File: src/rtl/onehot_rr_arbiter.sv
// Registered round-robin arbiter with a one-hot grant and an optional hold timeout.
// Every change of owner passes through one all-zero gap cycle.
module onehot_rr_arbiter #(
    parameter int N        = 8,
    parameter int HOLD_MAX = 15
) (
    input  logic         clk,
    input  logic         rst_n,
    input  logic [N-1:0] req,
    input  logic         rel,
    output logic [N-1:0] gnt,
    output logic         gnt_valid,
    output logic         timeout
);
    localparam int PW = (N > 1) ? $clog2(N) : 1;
    localparam int CW = (HOLD_MAX > 0) ? $clog2(HOLD_MAX + 1) : 1;
    localparam logic [PW-1:0] LAST_IDX = PW'(N - 1);
    localparam logic [CW-1:0] CNT_LAST = (HOLD_MAX > 0) ? CW'(HOLD_MAX - 1) : '0;
    localparam logic [N-1:0]  ONE_HOT0 = {{(N-1){1'b0}}, 1'b1};

    typedef enum logic [1:0] {
        IDLE,
        GRANT,
        GAP
    } state_t;

    state_t        state, state_n;
    logic [PW-1:0] ptr, ptr_n;
    logic [PW-1:0] win, win_n;
    logic [CW-1:0] cnt, cnt_n;
    logic [N-1:0]  gnt_n;
    logic          timeout_n;

    logic          found;
    logic [PW-1:0] pick;
    logic [PW-1:0] idx;

    // Rotating priority search starting at ptr and wrapping at N-1.
    always_comb begin
        found = 1'b0;
        pick  = '0;
        idx   = ptr;
        for (int k = 0; k < N; k++) begin
            if (!found && req[idx]) begin
                found = 1'b1;
                pick  = idx;
            end
            idx = (idx == LAST_IDX) ? '0 : idx + 1'b1;
        end
    end

    always_comb begin
        state_n   = state;
        ptr_n     = ptr;
        win_n     = win;
        cnt_n     = cnt;
        gnt_n     = gnt;
        timeout_n = 1'b0;

        case (state)
            IDLE, GAP: begin
                if (found) begin
                    state_n = GRANT;
                    win_n   = pick;
                    ptr_n   = (pick == LAST_IDX) ? '0 : pick + 1'b1;
                    cnt_n   = '0;
                    gnt_n   = ONE_HOT0 << pick;
                end else begin
                    state_n = IDLE;
                    gnt_n   = '0;
                end
            end

            GRANT: begin
                // A release beats the terminal count, so timeout stays low then.
                if (rel || !req[win]) begin
                    state_n = GAP;
                    gnt_n   = '0;
                end else if (HOLD_MAX != 0 && cnt == CNT_LAST) begin
                    state_n   = GAP;
                    gnt_n     = '0;
                    timeout_n = 1'b1;
                end else begin
                    cnt_n = cnt + 1'b1;
                end
            end

            default: begin
                state_n = IDLE;
                gnt_n   = '0;
            end
        endcase
    end

    always_ff @(posedge clk) begin
        if (!rst_n) begin
            state     <= IDLE;
            ptr       <= '0;
            win       <= '0;
            cnt       <= '0;
            gnt       <= '0;
            gnt_valid <= 1'b0;
            timeout   <= 1'b0;
        end else begin
            state     <= state_n;
            ptr       <= ptr_n;
            win       <= win_n;
            cnt       <= cnt_n;
            gnt       <= gnt_n;
            gnt_valid <= |gnt_n;
            timeout   <= timeout_n;
        end
    end

endmodule

File: config.mk
export PLATFORM = sky130hd
export DESIGN_NAME = onehot_rr_arbiter
export DESIGN_NICKNAME = d
export VERILOG_FILES = /design/src/rtl/onehot_rr_arbiter.sv
export SDC_FILE = /design/constraint.sdc
export NUM_CORES = 1
export LEC_CHECK = 0
export BUFFER_PORTS_ARGS = -buffer_cell sky130_fd_sc_hd__buf_2
export CELL_PAD_IN_SITES_DETAIL_PLACEMENT = 0
export CELL_PAD_IN_SITES_GLOBAL_PLACEMENT = 2
export CORE_ASPECT_RATIO = 1.1
export CORE_MARGIN = 2
export CORE_UTILIZATION = 42
export DETAILED_ROUTE_END_ITERATION = 8
export PLACE_DENSITY = 0.85
export SYNTH_ARGS = -nofsm -noshare
export SYNTH_HDL_FRONTEND = slang
export SYNTH_SLANG_ARGS = --single-unit
File: constraint.sdc
create_clock -name clk -period 12.1 [get_ports clk]
set_input_delay 1.21 -clock clk [delete_from_list [all_inputs] [get_ports clk]]
set_output_delay 1.21 -clock clk [all_outputs]
set_load 0.05 [all_outputs]
======== After elaboration in Yosys (flattened, before gate mapping) ========
Index checks and enable logic that the tools add are counted.
storage, ports and cells
  logic and storage cells ................. 121
  register bits ........................... 22
  output and inout bits ................... 10
cells by class
  multiplexer cells ....................... 55
  eq/ne operators ......................... 15
  bitwise gates (word level) .............. 2
  $lt $le $gt $ge ......................... 9
  add/sub/neg operators ................... 9
  shift operators ......................... 1
  reductions and logical operators ........ 23
operator list
  operator                                                    number
  2-to-1 mux 3 bit                                            16
  less-than comparator 3 x 4 -> 1 bit, second input constant  9
  binary-select mux 1 bit (select 3 bit)                      9
  adder 3 x 1 -> 3 bit, second input constant                 8
  == test 3 bit, second input constant                        8
  2-to-1 mux 8 bit                                            3
  2-to-1 mux 1 bit                                            19
  case mux 8 bit (2 select lines)                             1
  2-to-1 mux 4 bit                                            3
  logical NOT 1 bit                                           8
  case mux 4 bit (2 select lines)                             1
  OR reduction 8 bit                                          1
  << shifter 1 x 3 -> 8 bit, first input constant             1
  logical AND 1 bit                                           7
  inequality test 2 bit, second input constant                3
  adder 4 x 1 -> 4 bit, second input constant                 1
  == test 4 bit, second input constant                        1
  2-to-1 mux 2 bit                                            2
  case mux 2 bit (2 select lines)                             1
  AND reduction 4 bit                                         1
  inequality test 3 bit, second input constant                1
  OR reduction 3 bit                                          1
  == test 2 x 1 -> 1 bit, second input constant               1
  == test 2 bit, second input constant                        1
  6 further kinds                                             7

======== Logic depth before layout (Yosys ltp) ========
  depth in word-level cells ............... 28
  mapped depth ............................ 17

======== Worst setup path before layout ========
Ideal clock, no wire load.
  kind .................................... register to register
  start ................................... reg ptr[0]
  end ..................................... reg gnt_valid
  slack ................................... 7.819 ns
  cell stages (with the launch flop) ...... 16
  library setup time ...................... 0.120 ns
  data arrival time ....................... 4.162 ns
  period minus slack after synthesis ...... 4.281 ns
  data required time ...................... 11.980 ns
  cell sequence ........................... dfxtp_1 clkbuf_1 inv_1 ha_1 xnor3_2 xor2_1 mux4_2 a311oi_2 o21ai_1 a21oi_2 inv_1 ha_1 ha_1 or4_1 o21ai_0 a21boi_1
between the ends
  cells in the longest elaborated chain, start to end .. 28
  elaborated cells on any way between the ends .. 71
RTL lines
  element                                                                        RTL line  source
  from (decl)                                                                    28        logic [PW-1:0] ptr, ptr_n;
  from (signal assigned)                                                         106       ptr <= ptr_n;
  parallel branches: the longest is 23 deep, another holds adder 3 x 1 -> 3 bit  --
  2-to-1 mux 3 bit (*)                                                           44        if (!found && req[idx]) begin
  named net pick[0]                                                              35        logic [PW-1:0] pick;
  << shifter 1 x 3 -> 8 bit (*)                                                  67        gnt_n = ONE_HOT0 << pick;
  2-to-1 mux 8 bit (*)                                                           62        if (found) begin
  case mux 8 bit (2 select lines) (*)                                            60        case (state)
  OR reduction 8 bit (*)                                                         110       gnt_valid <= |gnt_n;
  to (signal assigned)                                                           110
  to (decl)                                                                      12        output logic gnt_valid,
Mark *: on every way through the listed nets, which the timed path passes. The select of a mux whose other input is x is not followed.
A chain may end at the register's enable or synchronous reset.

======== Final worst setup path ========
Same ends and word-level chain as after synthesis.

==> flow_summary.yaml <==
drt:
  ant_nets: 0
  wl_met3_um: 205
  routed_wl_um: 6070
  viasPerCell: 6.08
  drc: 0
  first_iter_violations: 107
  wl_per_cell_um: 18.3
  wl_met2_um: 2880
  via_count: 2012
  drt_pass1_iterations: 4
  top_layer: "met4"
  wl_met1_um: 2890
final_layout:
  layout-drive-gt1-share: 0.230
  fill_cells: 560
  final_nets: 281
  antennaDiodeCount: 0
  area_growth_syn_to_layout_pct: 3.54
sta:
  setup_viol: 0
  hold_viol_final: 0
  max-slew-margin-rel: 0.344
  tns_ns: 0
  post-route-period-util: 0.410
  max_freq_mhz: 202
  period_minus_slack_ns: 4.96
  fin_worst_skew_ns: 0.00155
  slew_viol_final: 0
  worstMarginPinSlew_ns: 0.983
  whs_ns: 0.478
  rsz0062_at_grt: "no"
global_routing:
  grt-ovfl-total: 0
  antenna_found_initial: 0
  grt_pass1_vias: 2046
  grt_pass1_wl_um: 10200
  grt_max_degree: 23
  track_usage: 0.196
cts:
  cts_root_buffer: "clkbuf_8"
  clk_pin_slew_worst_paths_ns: 0.08
  hold_buffers: 0
  cts_tree: "built"
  cts.sinks: 22
  clock_latency_ns: 0.26
  h-tree-depth: 1
  cts.path.max_buffers: 2
  cts_resized: 0
  cts_made_buffers: 3
  post_cts_buffers: 0
synthesis:
  ys.flop_type: "dfxtp_1"
  synth_top_area_share: 0.183
  postSynthAreaPerCell_um2: 9.72
  synth_common_cells: "23 x mux2i_1, 22 x dfxtp_1, 19 x nand2_1"
  synth_most_common_cell: "mux2i_1"
  ys_seq_area_frac: 0.183
  synth_warnings: 0
  yosysTopAreaCell: "dfxtp_1"
  synth-seq-cells: 22
  synth_cells: 247
  synth_edf_count: 0
  async_reset_ff_frac: 0
  synth_cell_types: 56
  syn-num-nets: 271
  ys_top_cells_by_area: "dfxtp_1 18%, mux2i_1 9.6%, mux4_2 9.4%"
  synth_area_um2: 2400
die:
  start_util: 0.439
  dieHeight_um: 83.3
  die_w_um: 76.1
  dieArea_um2: 6340
  core_um2: 5470
  rows: 28
  io_pins: 21
placed_design:
  io_buffers: 20
  place_hpwl_um: 4550
  gp_congestion: 0.876
setup_path:
  slowest_stage: "ha_1"
  cp_max_fo: 14
  crit_chain: "ha_1 > ha_1 > xnor3_2 > xor2_1 > mux4_2 > a311oi_2 > o21ai_1 > a21oi_2 > inv_1 > ha_1 > ha_1 > or4_1 > o21ai_0 > a21boi_1"
  crit_path_max_incr_delay_ns: 0.66
  start_kind: "flip-flop"
  critPathRequiredTime_ns: 12.26
  critPathCaptureType: "flip-flop"
  crit_top_cell: "ha_1"
  critical_path_class: "flip-flop to flip-flop"
  cp.arrival_ns: 5.12
pwr:
  power_switching_mw: 0.380
  combPwrFrac: 0.785
  seqPwrFrac: 0.143
  p_sw_frac: 0.509
  p_per_area_nw_per_um2: 300
  clkPwrFrac: 0.072
  intPower_mw: 0.367
  p_leak_nw: 0.970
  worst_ir_drop_vdd_v: 0.000194
flow_run:
  drv_cap: 0
run_status:
  outcome: "finished clean"
hold_path:
  hp-class: "flip-flop to flip-flop"
-- layer usage --
layer | GRT usage | vias up
met3 | 0.0120 | 9
met5 | 0 | -
met4 | 0.0727 | 0
li1 | - | 968
met1 | 0.257 | 989
met2 | 0.340 | 46
-- stage by stage --
step	util	worst slack, ns	cell area, um^2	instances	power (mW)
final	0.455	7.14	2490	331	0.746
after detailed placement	0.445	7.12	2430	327	0.692
after global routing	0.455	6.70	2490	331	0.809
after CTS	0.455	7.10	2490	331	0.747
after global placement	0.445	7.23	2430	327	0.692
after floorplan	-	7.82	2400	247	0.592
-- cells by family after synthesis --
group,Yosys count,share of synthesized area
AOI/OAI and AO/OA,62,0.183
xor gates and xnor gates,7,0.0318
adders and majority gates,13,0.0677
buffers and inverters,25,0.0870
DFF,22,0.183
muxes,50,0.294
and+or+nand+nor,68,0.153
-- sequential cells by signal (all words and copies together), names as in the netlist --
name	cells
cnt	4
gnt	8
gnt_valid	1
ptr	3
state	2
timeout	1
win	3
-- critical path, delay by kind of cell, from the launching register on --
| family | cells | cell delay [ns] |
|---|---|---|
| adder cells (fa/ha/maj) | 4 | 1.32 |
| XOR/XNOR | 2 | 1.00 |
| AO/OA/AOI/OAI | 5 | 0.91 |
| multiplexers | 1 | 0.59 |
| AND/OR/NAND/NOR | 1 | 0.50 |
| flip-flops | 1 | 0.43 |
| buffers and inverters | 1 | 0.11 |
-- power by group through the flow --
stage / Combinational [mW] / Sequential (mW) / Clock, mW
after detailed placement: 0.583 / 0.109 / 0
after floorplan: 0.467 / 0.125 / 0
after global routing: 0.640 / 0.111 / 0.0578
after CTS: 0.585 / 0.108 / 0.0544
after global placement: 0.582 / 0.109 / 0
final: 0.586 / 0.107 / 0.0537
-- cells in the final DEF, fill, tap and decap left out, types with 4 or more instances in the layout --
cell type  count
nand2_1       19
a21oi_1        8
mux2i_1       23
mux4_1         4
ha_1          13
buf_2         20
mux2_2        13
inv_1          8
xor2_1         4
clkbuf_8       4
mux4_2        10
nor2b_1        6
nor2_1        12
a22oi_1        6
nand3_1        9
o21ai_0       12
dfxtp_1       22
o21ai_1        5
-- layout make-up --
type,count,area (um^2),area share
Clock buffer,4,55.1,0.0221
Inverter,8,30.0,0.0121
Multi-Input combinational cell,200,1750,0.705
Sequential cell,22,440,0.177
Tap cell,75,93.8,0.0377
Timing Repair Buffer,22,115,0.0463
-- worst paths after layout --
kind                             start   endpoint  slack, ns  cells past startpoint
worst max register to register  ptr[0]  gnt_valid       7.14                     14
worst min-delay path            gnt[0]     gnt[0]       0.48                      2
worst max-delay path            ptr[0]  gnt_valid       7.14                     14
worst min register to register  gnt[0]     gnt[0]       0.48                      2
No activity file was read; power rests on OpenSTA's default activity.
